<file path="src/rtl/serial_divider_if.sv">
// Start/done handshake bundle between a divider and its requester.
// No flow control beyond start/busy: requests during busy are dropped by the slave.
interface serial_divider_if #(
  parameter int DIVIDEND_W = 16,
  parameter int DIVISOR_W  = 8
);
  logic                  start;
  logic [DIVIDEND_W-1:0] dividend;
  logic [DIVISOR_W-1:0]  divisor;
  logic                  busy;
  logic                  done;
  logic [DIVIDEND_W-1:0] quotient;
  logic [DIVISOR_W-1:0]  remainder;
  logic                  div_by_zero;

  modport master (
    output start, dividend, divisor,
    input  busy, done, quotient, remainder, div_by_zero
  );

  modport slave (
    input  start, dividend, divisor,
    output busy, done, quotient, remainder, div_by_zero
  );
endinterface

</file>
<file path="src/rtl/serial_divider.sv">
// Restoring divider, one quotient bit per clock MSB first; latency DIVIDEND_W+1 (1 on divide-by-zero).
// No queueing: start is only taken in IDLE/DONE, and requests while busy are ignored.
module serial_divider #(
  parameter int DIVIDEND_W = 16,
  parameter int DIVISOR_W  = 8
) (
  input  logic            clk,
  input  logic            rst,
  serial_divider_if.slave bus
);
  localparam int CNT_W = $clog2(DIVIDEND_W);
  localparam logic [CNT_W-1:0] CNT_LOAD = CNT_W'(DIVIDEND_W - 1);

  typedef enum logic [1:0] {
    ST_IDLE,
    ST_CALC,
    ST_DONE
  } state_t;

  state_t state, state_nxt;

  logic [DIVIDEND_W-1:0] work;
  logic [DIVISOR_W-1:0]  dvsr;
  logic [DIVISOR_W:0]    pr;
  logic [CNT_W-1:0]      cnt;

  logic [DIVIDEND_W-1:0] quotient_q;
  logic [DIVISOR_W-1:0]  remainder_q;
  logic                  div_by_zero_q;

  logic                  accept;
  logic                  busy_c;
  logic                  done_c;
  logic [DIVISOR_W:0]    pr_shift;
  logic [DIVISOR_W:0]    pr_nxt;
  logic [DIVIDEND_W-1:0] work_nxt;
  logic                  take;

  // One extra partial-remainder bit keeps the compare exact at divisor = all ones.
  always_comb begin
    pr_shift = {pr[DIVISOR_W-1:0], work[DIVIDEND_W-1]};
    take     = (pr_shift >= {1'b0, dvsr});
    pr_nxt   = take ? (pr_shift - {1'b0, dvsr}) : pr_shift;
    work_nxt = {work[DIVIDEND_W-2:0], take};
  end

  always_ff @(posedge clk or posedge rst) begin
    if (rst) begin
      state <= ST_IDLE;
    end else begin
      state <= state_nxt;
    end
  end

  always_comb begin
    state_nxt = state;
    accept    = 1'b0;
    busy_c    = 1'b0;
    done_c    = 1'b0;
    case (state)
      ST_IDLE, ST_DONE: begin
        done_c = (state == ST_DONE);
        if (bus.start) begin
          accept    = 1'b1;
          state_nxt = (bus.divisor == '0) ? ST_DONE : ST_CALC;
        end else begin
          state_nxt = ST_IDLE;
        end
      end
      ST_CALC: begin
        busy_c = 1'b1;
        if (cnt == '0) begin
          state_nxt = ST_DONE;
        end
      end
      default: state_nxt = ST_IDLE;
    endcase
  end

  always_ff @(posedge clk or posedge rst) begin
    if (rst) begin
      work          <= '0;
      dvsr          <= '0;
      pr            <= '0;
      cnt           <= '0;
      quotient_q    <= '0;
      remainder_q   <= '0;
      div_by_zero_q <= 1'b0;
    end else if (accept) begin
      if (bus.divisor == '0) begin
        quotient_q    <= '1;
        remainder_q   <= bus.dividend[DIVISOR_W-1:0];
        div_by_zero_q <= 1'b1;
      end else begin
        work <= bus.dividend;
        dvsr <= bus.divisor;
        pr   <= '0;
        cnt  <= CNT_LOAD;
      end
    end else if (state == ST_CALC) begin
      work <= work_nxt;
      pr   <= pr_nxt;
      cnt  <= cnt - 1'b1;
      // Results are published only on the edge that enters DONE.
      if (cnt == '0) begin
        quotient_q    <= work_nxt;
        remainder_q   <= pr_nxt[DIVISOR_W-1:0];
        div_by_zero_q <= 1'b0;
      end
    end
  end

  assign bus.busy        = busy_c;
  assign bus.done        = done_c;
  assign bus.quotient    = quotient_q;
  assign bus.remainder   = remainder_q;
  assign bus.div_by_zero = div_by_zero_q;
endmodule
</file>
<file path="src/flat_wrapper.sv">
// flat-port wrapper written by rule: the top's interface ports become plain ports
module serial_divider_flat 
#(
  parameter int DIVIDEND_W = 16,
  parameter int DIVISOR_W  = 8
)
  (clk, rst, bus_start, bus_dividend, bus_divisor, bus_busy, bus_done, bus_quotient, bus_remainder, bus_div_by_zero);
  serial_divider_if #(.DIVIDEND_W(DIVIDEND_W), .DIVISOR_W(DIVISOR_W)) bus_i ();
  input  logic clk;
  input  logic rst;
  input wire logic [$bits(bus_i.start)-1:0] bus_start;
  input wire logic [$bits(bus_i.dividend)-1:0] bus_dividend;
  input wire logic [$bits(bus_i.divisor)-1:0] bus_divisor;
  output wire logic [$bits(bus_i.busy)-1:0] bus_busy;
  output wire logic [$bits(bus_i.done)-1:0] bus_done;
  output wire logic [$bits(bus_i.quotient)-1:0] bus_quotient;
  output wire logic [$bits(bus_i.remainder)-1:0] bus_remainder;
  output wire logic [$bits(bus_i.div_by_zero)-1:0] bus_div_by_zero;
  assign bus_i.start = bus_start;
  assign bus_i.dividend = bus_dividend;
  assign bus_i.divisor = bus_divisor;
  assign bus_busy = bus_i.busy;
  assign bus_done = bus_i.done;
  assign bus_quotient = bus_i.quotient;
  assign bus_remainder = bus_i.remainder;
  assign bus_div_by_zero = bus_i.div_by_zero;
  serial_divider #(.DIVIDEND_W(DIVIDEND_W), .DIVISOR_W(DIVISOR_W)) u_core (.clk(clk), .rst(rst), .bus(bus_i));
endmodule
</file>
<file path="config.mk">
export PLATFORM = sky130hd
export DESIGN_NAME = serial_divider_flat
export DESIGN_NICKNAME = d
export VERILOG_FILES = /design/src/rtl/serial_divider_if.sv /design/src/rtl/serial_divider.sv /design/src/flat_wrapper.sv
export SDC_FILE = /design/constraint.sdc
export NUM_CORES = 1
export LEC_CHECK = 0
export CAP_MARGIN = 20
export CORE_MARGIN = 10
export CORE_UTILIZATION = 40
export DETAILED_ROUTE_END_ITERATION = 8
export PLACE_DENSITY = 0.65
export REMOVE_ABC_BUFFERS = 1
export SLEW_MARGIN = 20
export SYNTH_ARGS = -nofsm -noshare
export SYNTH_HDL_FRONTEND = slang
export SYNTH_SLANG_ARGS = --single-unit
</file>
<file path="constraint.sdc">
create_clock -name clk -period 2.9 [get_ports clk]
set_clock_uncertainty 0.15 [all_clocks]
set_input_delay 0.58 -clock clk [delete_from_list [all_inputs] [get_ports clk]]
set_output_delay 0.58 -clock clk [all_outputs]
set_load 0.03 [all_outputs]
</file>
# Yosys cells after proc, flatten, opt, wreduce, memory -nomap -nowiden
# Cells that the tools add are included.
classes:
  addsub: 2
  order_cmp: 1
  n_eq_ne: 5
  n_mux: 30
  bitwise_logic: 1
  reduce_logical: 9
op_table:
  columns: ["op", "count"]
  rows:
  - ["$mux 16", 7]
  - ["$mux 8", 8]
  - ["$mux 4", 3]
  - ["$ge 9x8->1", 1]
  - ["$logic_not 8->1", 1]
  - ["$mux 1", 8]
  - ["$sub 8x8->8", 1]
  - ["$mux 2", 3]
  - ["$logic_not 4->1", 1]
  - ["$ne 2x2->1 const B", 2]
  - ["$pmux 2 s2", 1]
  - ["$reduce_and 2->1", 2]
  - ["$reduce_bool 2->1", 2]
  - ["$sub 4x1->4 const B", 1]
  - ["$reduce_and 3->1", 1]
  - ["$eq 2x1->1 const B", 1]
  - ["$eq 2x2->1 const B", 1]
  - ["$logic_not 2->1", 1]
  - ["$ne 2x1->1 const B", 1]
  - ["$reduce_or 2->1", 1]
  - ["$not 1->1", 1]
totals:
  register_bits: 63
  in_bits: 27
  output_inout_bits: 27
  word_cells: 56

# Depth between registers and ports, before layout
# Gate-level depths: netlist of the first run.
depth:
  word_depth: 5
  depth_mapped: 9
  ltp_nobuf: 9

# Least setup slack after synthesis of the first run
# Ideal clock, no wire load.
synth_path:
  path_type: "reg2reg"
  start: "register u_core.dvsr[0]"
  end: "register u_core.pr[6]"
  setup_ns: 0.134
  arrival_ns: 1.948
  required_ns: 2.616
  path_slack_ns: 0.667
  stages_incl_launch_ff: 9
  path_buffers: 0
  synth_period_minus_slack_ns: 2.233
  path_cell_list: "dfrtp_1 > ha_1 > fa_1 > or2b_1 > a21oi_1 > mux2i_1 > o2111ai_1 > mux2i_1 > o22ai_1"
synth_via:
  elab_chain_len: 4
  elab_cells_between_ends: 5
  cone_classes: "add/sub: 1; order compare: 1; mux: 3"
synth_lines:
  columns: ["element", "line", "text"]
  rows:
  - ["from (decl)", "serial_divider.sv:23", "logic [DIVISOR_W-1:0] dvsr;"]
  - ["from (signal assigned)", "serial_divider.sv:96", "dvsr <= bus.divisor;"]
  - ["$sub 8x8->8 or $ge 9x8->1 (tied branches)", "serial_divider.sv:43, serial_divider.sv:42", null]
  - ["$mux 8 *", "serial_divider.sv:43", "pr_nxt = take ? (pr_shift - {1'b0, dvsr}) : pr_shift;"]
  - ["$mux 8 *", "serial_divider.sv:100", "end else if (state == ST_CALC) begin"]
  - ["$mux 8 *", "serial_divider.sv:89", "end else if (accept) begin"]
  - ["to (signal assigned)", "serial_divider.sv:102", "pr <= pr_nxt;"]
  - ["to (decl)", "serial_divider.sv:24", "logic [DIVISOR_W:0] pr;"]
# Mark *: on every way between the ends. The rest lies on a longest branch, timed or not. The select of a mux whose other input is x is not followed.
# A chain may end at the register's enable or synchronous reset.

# Worst setup path in the final report of the first run
layout_path:
  start: "register u_core.work[15]"
  end: "register u_core.pr[6]"
layout_via:
  elab_chain_len: 4
  elab_cells_between_ends: 5
  cone_classes: "add/sub: 1; order compare: 1; mux: 3"
layout_lines:
  columns: ["element", "line", "text"]
  rows:
  - ["from (decl)", "serial_divider.sv:22", "logic [DIVIDEND_W-1:0] work;"]
  - ["from (signal assigned)", "serial_divider.sv:95", "work <= bus.dividend;"]
  - ["from (signal assigned)", "serial_divider.sv:101", "work <= work_nxt;"]
  - ["$sub 8x8->8 or $ge 9x8->1 (tied branches)", "serial_divider.sv:43, serial_divider.sv:42", null]
  - ["$mux 8 *", "serial_divider.sv:43", null]
  - ["$mux 8 *", "serial_divider.sv:100", null]
  - ["$mux 8 *", "serial_divider.sv:89", null]
# Marked as above.

==> results.py, run 1 <==
metrics = {
    "status": {
        "status": "finished, final reports clean",
    },
    "synth": {
        "yosys.area.top_type": "dfrtp_1",
        "synth-warning-count": 0,
        "yosysSeqAreaShare_pct": 51.1,
        "synthDistinctLibCells": 41,
        "ys_async_sr_fraction_pct": 100,
        "yosysTopAreaCellShare_pct": 51.1,
        "synth_seq_cells": 63,
        "ys.flop_type": "dfrtp_1",
        "syn_inst": 352,
        "syn_area_um2": 3080,
        "syn_avg_cell_area_um2": 8.76,
        "synth.area.top_cells": "dfrtp_1 (51%), nand2_1 (9.1%), nor2_1 (5.1%), o21ai_0 (4.4%), a21oi_1 (3.7%)",
        "synth_edf_count": 0,
    },
    "worst_setup_path": {
        "crit_path_frequent_cell": "mux2i_1",
        "worstRegToRegCells": 9,
        "path_cells": "inv_1 > ha_1 > fa_1 > or2b_1 > a21oi_1 > mux2i_1 > o2111ai_1 > mux2i_1 > o22ai_1",
        "crit_type": "reg -> reg",
        "cp.arrival_ps": 2700,
        "startpoint_type": "register",
        "cp_max_fo": 2,
        "crit_required_ps": 2950,
        "critPathMaxStageDelay_ps": 410,
        "crit_slowest_cell": "fa_1",
        "cp-end-kind": "register",
    },
    "detailed_routing": {
        "wl_mm": 7.77,
        "num_vias": 2598,
        "avgRoutedWirePerCell_um": 15.1,
        "drt-initial-drc-count": 138,
        "firstDrtPassIters": 6,
        "drc": 0,
        "viasPerCell": 5.05,
        "final_antenna_net_count": 0,
    },
    "hold_path": {
        "hp-class": "reg -> reg",
        "hold-path-cell-count": 2,
    },
    "power": {
        "p_leak_nw": 1.76,
        "power.total_mw": 5.09,
        "power_density_nw_per_um2": 1290,
        "ir_worst_vdd_mv": 0.583,
    },
    "placement": {
        "dp_worst_setup_slack_ps": 145,
        "portBuffers": 53,
        "placedCellCount": 498,
        "dp_hpwl_mm": 5.62,
        "gp_congestion": 0.810,
    },
    "finish": {
        "diodes": 0,
        "synthToLayoutAreaGrowth_pct": 28.4,
        "regArea_um2": 1580,
        "nets": 447,
        "multi_input_area_um2": 1370,
        "finalNonFillerCells": 514,
        "layout-drive-gt1-share_pct": 9.16,
        "fillers": 699,
    },
    "clock_tree": {
        "clockBufferDepth": 2,
        "clkTransAtPathRegs_ps": 70,
        "hold_buffers": 0,
        "clkLatencyLatePin_ps": 340,
        "tritoncts": "yes",
        "cts.sinks": 63,
        "post_cts_resized": 0,
        "root_buffer": "clkbuf_8",
        "post_cts_buffers": 0,
        "cts_buffers": 9,
        "cts_max_level": 3,
    },
    "sta": {
        "worst_pin_slew_ps": 616,
        "setup_tns_ps": 0,
        "hold_slack_ps": 326,
        "post-route-worst-setup-slack_ps": 248,
        "rsz0062_at_grt": "false",
        "timing.fmax_mhz": 377,
        "drv_slew": 0,
        "slew_headroom_pct": 58.9,
        "period_share_pct": 91.4,
        "hold_viol_final": 0,
        "period_minus_slack_ps": 2650,
        "setup_violations": 0,
    },
    "global_route": {
        "grt_usage_pct": 13.8,
        "grt_max_degree": 64,
        "antenna_found_initial": 0,
        "globalRoute.totalOverflow": 0,
        "grt_pass1_wl_mm": 12.9,
        "grt_pass1_vias": 2606,
    },
    "die": {
        "fp-row-count": 31,
        "dieHeight_um": 108,
        "io-pin-count": 54,
        "dieArea_um2": 11600,
        "initial_core_util_pct": 41.9,
        "die_w_um": 108,
        "core_area_um2": 7370,
    },
    "run": {
        "drv_cap": 0,
    },
}
==> worst max-delay path: cells and delay by family, from the launching register on <==
kind                     cells  cell delay (ps)
multiplexers                 2              540
flip-flops                   1              350
adder cells (fa/ha/maj)      2              610
AO/OA/AOI/OAI                3              530
AND/OR/NAND/NOR              1              260
buffers and inverters        1               70
==> area by class of cell <==
class	count	share of cell area [%]
clock buffers	10	3.48
clock inverters	6	1.14
inverters	16	1.52
multi-input cells	255	34.6
flip-flops and latches	63	39.8
well taps	99	3.13
repair buffers	65	16.3
==> placed cells by master (no fill, tap or decap), types with 3 or more instances in the layout <==
| master | n |
|---|---|
| inv_1 | 14 |
| a31oi_1 | 15 |
| nand2b_1 | 3 |
| nand3_1 | 11 |
| buf_4 | 10 |
| xnor2_1 | 3 |
| or3_1 | 5 |
| o21ai_0 | 27 |
| dfrtp_1 | 63 |
| ha_1 | 9 |
| clkinv_4 | 3 |
| nor2_1 | 42 |
| mux2i_1 | 6 |
| nor2b_1 | 3 |
| and3_1 | 5 |
| clkbuf_8 | 10 |
| clkdlybuf4s50_1 | 53 |
| nor4_1 | 3 |
| a21oi_1 | 23 |
| nand2_1 | 75 |
==> registers in the layout, indices dropped and copies added (netlist names) <==
signal and flops:
u_core.pr 8, u_core.bus.remainder 8, u_core.dvsr 8, u_core.cnt 4, u_core.state 2, u_core.bus.div_by_zero 1, u_core.work 16, u_core.bus.quotient 16
==> cells in the mapped netlist, types with 2 or more instances <==
cell / count
nand2_1: 75
dfrtp_1: 63
nor2_1: 42
o21ai_0: 27
a21oi_1: 23
a31oi_1: 15
inv_1: 15
clkbuf_1: 13
nand3_1: 11
ha_1: 9
mux2i_1: 6
and3_1: 5
or3_1: 5
buf_2: 4
nor2b_1: 4
nand2b_1: 3
nor4_1: 3
xnor2_1: 3
mux2_2: 2
nand3b_1: 2
xor2_1: 2
==> final timing paths <==
kind                                                      end  slack, ps                               start
setup / recovery                     u_core.pr[6]$_DFFE_PP0P_        250         u_core.work[15]$_DFFE_PP0P_
hold / removal             u_core.bus.div_by_zero$_DFFE_PP0P_        330  u_core.bus.div_by_zero$_DFFE_PP0P_
setup reg to reg                     u_core.pr[6]$_DFFE_PP0P_        250         u_core.work[15]$_DFFE_PP0P_
hold reg to reg            u_core.bus.div_by_zero$_DFFE_PP0P_        330  u_core.bus.div_by_zero$_DFFE_PP0P_
max in group asynchronous          u_core.dvsr[2]$_DFFE_PP0P_       1840                                 rst
min in group asynchronous  u_core.bus.quotient[7]$_DFFE_PP0P_        470                                 rst
==> report_power, final <==
| part | leakage (nW) | total (mW) | switching [mW] | internal [mW] |
|---|---|---|---|---|
| Clock | 0.0966 | 0.699 | 0.362 | 0.337 |
| Combinational | 0.944 | 2.79 | 1.59 | 1.19 |
| Sequential | 0.720 | 1.61 | 0.276 | 1.33 |
==> metal layers <==
layer / global-route usage [%] / wire, um / vias to the layer above
met5: 0 / 0 / -
li1: - / - / 1303
met4: 4.68 / 112 / 0
met1: 17.7 / 3500 / 1217
met3: 4.43 / 541 / 11
met2: 21.4 / 3620 / 67
==> through the flow <==
stage          area [um^2]  utilization, %
3_5_place_dp          3780            51.2
3_3_place_gp          3780            51.2
4_1_cts               3960            53.7
5_1_grt               3960            53.7
6_report              3960            53.7
2_1_floorplan         3000               -
==> logic make-up (layout without fill, tap and decap cells) <==
group,Yosys count,count (layout),synth area share [%]
AND/OR/NAND/NOR,158,158,22.4
AO/OA/AOI/OAI,74,74,13.6
flip-flops,63,63,51.1
buffers and inverters,34,97,4.54
adder cells (fa/ha/maj),10,10,4.30
multiplexers,8,8,2.68
XOR/XNOR,5,5,1.42
Note: power is estimated with default switching activity, not from simulation.
==> inputs of run 2 (changes only) <==
--- a/config.mk
+++ b/config.mk
@@ -6,11 +6,11 @@
 export NUM_CORES = 1
 export LEC_CHECK = 0
 export CAP_MARGIN = 20
-export CORE_MARGIN = 10
 export CORE_UTILIZATION = 40
 export DETAILED_ROUTE_END_ITERATION = 8
 export PLACE_DENSITY = 0.65
 export REMOVE_ABC_BUFFERS = 1
+export SKIP_CTS_REPAIR_TIMING = 1
 export SLEW_MARGIN = 20
 export SYNTH_ARGS = -nofsm -noshare
 export SYNTH_HDL_FRONTEND = slang
==> run 2 against run 1 <==
- sequential cell count stayed put
- non-clock buffer count stayed put
- first-iteration DRC count is 1.4% lower
- combinational power hardly changed
- global-route usage is 6.1 points higher
- critical path depth stayed put
- via count is 0.65% higher
- routed wire length is 6.1% lower
- setup slack better by 52 ps
- highest routed layer unchanged
==> results.py, run 2 (same netlist as run 1, synthesis figures left out) <==
metrics = {
    "status": {
        "status": "finished, final reports clean",
    },
    "run": {
        "drv_cap": 0,
    },
    "worst_setup_path": {
        "cp.arrival_ps": 2660,
        "r2r_setup_slack_ps": 300,
        "startpoint_type": "register",
        "worstRegToRegCells": 9,
        "r2r-start": "u_core.work[15]$_DFFE_PP0P_",
        "cp-end-kind": "register",
        "reg2reg_to": "u_core.pr[6]$_DFFE_PP0P_",
        "cp_max_fo": 2,
        "crit_required_ps": 2960,
        "crit_type": "reg -> reg",
    },
    "die": {
        "io-pin-count": 54,
        "core_area_um2": 7370,
        "initial_core_util_pct": 41.9,
        "fp-row-count": 31,
        "dieArea_um2": 8070,
        "dieHeight_um": 89.8,
        "die_w_um": 89.8,
    },
    "global_route": {
        "grt_max_degree": 40,
        "antenna_found_initial": 0,
        "grt_usage_pct": 19.9,
        "grt_pass1_wl_mm": 12.6,
        "globalRoute.totalOverflow": 0,
        "grt_pass1_vias": 2522,
    },
    "placement": {
        "dp_hpwl_mm": 5.21,
        "portBuffers": 53,
        "gp_congestion": 0.822,
    },
    "clock_tree": {
        "cts.sinks": 63,
        "cts_buffers": 9,
        "clockBufferDepth": 2,
        "clkLatencyLatePin_ps": 340,
        "root_buffer": "clkbuf_8",
        "cts_max_level": 3,
        "clkTransAtPathRegs_ps": 80,
        "tritoncts": "yes",
    },
    "finish": {
        "postLayoutCoreUtil_pct": 54.2,
        "nets": 447,
        "multi_input_area_um2": 1370,
        "regArea_um2": 1580,
        "synthToLayoutAreaGrowth_pct": 29.5,
        "final_cell_mix": "nand2_1 (75), dfrtp_1 (63), clkdlybuf4s50_1 (53)",
        "layout-drive-gt1-share_pct": 9.16,
        "diodes": 0,
        "final_common_cell": "nand2_1",
        "fillers": 702,
    },
    "sta": {
        "slew_headroom_pct": 56.2,
        "setup_violations": 0,
        "drv_slew": 0,
        "period_minus_slack_ps": 2600,
        "rsz0062_at_grt": "false",
        "hold_viol_final": 0,
        "period_share_pct": 89.6,
        "worst_pin_slew_ps": 657,
        "timing.fmax_mhz": 385,
    },
    "hold_path": {
        "hp-start": "u_core.bus.div_by_zero$_DFFE_PP0P_",
        "hp-class": "reg -> reg",
        "hold-path-cell-count": 2,
        "min_to": "u_core.bus.div_by_zero$_DFFE_PP0P_",
    },
    "detailed_routing": {
        "viasPerCell": 5.09,
        "wl_mm": 7.30,
        "firstDrtPassIters": 5,
        "drt-initial-drc-count": 136,
        "final_antenna_net_count": 0,
        "num_vias": 2615,
        "drc": 0,
        "avgRoutedWirePerCell_um": 14.2,
    },
    "power": {
        "power_density_nw_per_um2": 1310,
        "power.total_mw": 5.24,
        "p_leak_nw": 1.77,
        "ir_worst_vdd_mv": 0.581,
    },
}
==> run 2: layer usage <==
metal  track usage [%]  routed length [um]
met1              28.2                3510
met2              30.1                3340
met3              3.05                 316
met4              8.61                 131
met5                 0                   0
==> run 2: worst max path at each step <==
stage | startpoint | endpoint | slack [ps] | cells after the start
6_report | u_core.work[15]$_DFFE_PP0P_ | u_core.pr[6]$_DFFE_PP0P_ | 300 | 9
5_1_grt | u_core.work[15]$_DFFE_PP0P_ | u_core.pr[6]$_DFFE_PP0P_ | 120 | 9
4_1_cts | u_core.dvsr[0]$_DFFE_PP0P_ | u_core.pr[6]$_DFFE_PP0P_ | 310 | 8
3_5_place_dp | bus_divisor[4] | u_core.work[0]$_DFFE_PP0P_ | 180 | 8
3_3_place_gp | bus_divisor[4] | u_core.work[0]$_DFFE_PP0P_ | 260 | 8
2_1_floorplan | bus_start | u_core.bus.remainder[0]$_DFFE_PP0P_ | -220 | 5
==> run 2: final cells by class <==
| class | instances | share of cell area (%) |
|---|---|---|
| flip-flops and latches | 63 | 39.5 |
| multi-input cells | 255 | 34.3 |
| repair buffers | 65 | 15.9 |
| clock buffers | 10 | 3.45 |
| well taps | 99 | 3.10 |
| clock inverters | 6 | 2.32 |
| inverters | 16 | 1.50 |
==> run 2: power breakdown <==
| part | total (mW) | internal (mW) | switching (mW) | leakage [nW] |
|---|---|---|---|---|
| logic | 2.76 | 1.18 | 1.58 | 0.937 |
| registers | 1.61 | 1.33 | 0.277 | 0.720 |
| clock network | 0.872 | 0.512 | 0.361 | 0.109 |
==> run 2: stage by stage <==
step | instances | setup TNS [ps] | hold slack [ps] | instance area, um^2 | worst slack, ps
floorplan | 334 | -765 | 302 | 3000 | -216
global placement | 498 | 0 | 319 | 3760 | 261
detailed placement | 498 | 0 | 321 | 3760 | 183
CTS | 514 | 0 | 338 | 3990 | 305
global route | 514 | 0 | 384 | 3990 | 122
finish | 514 | 0 | 334 | 3990 | 300
==> run 2: critical path, stage by stage, from the launching register on <==
cell and delay, ps:
dfrtp_1 350, inv_1 60, ha_1 200, fa_1 410, or2b_1 270, a21oi_1 280, mux2i_1 220, o2111ai_1 130
mux2i_1 270, o22ai_1 130
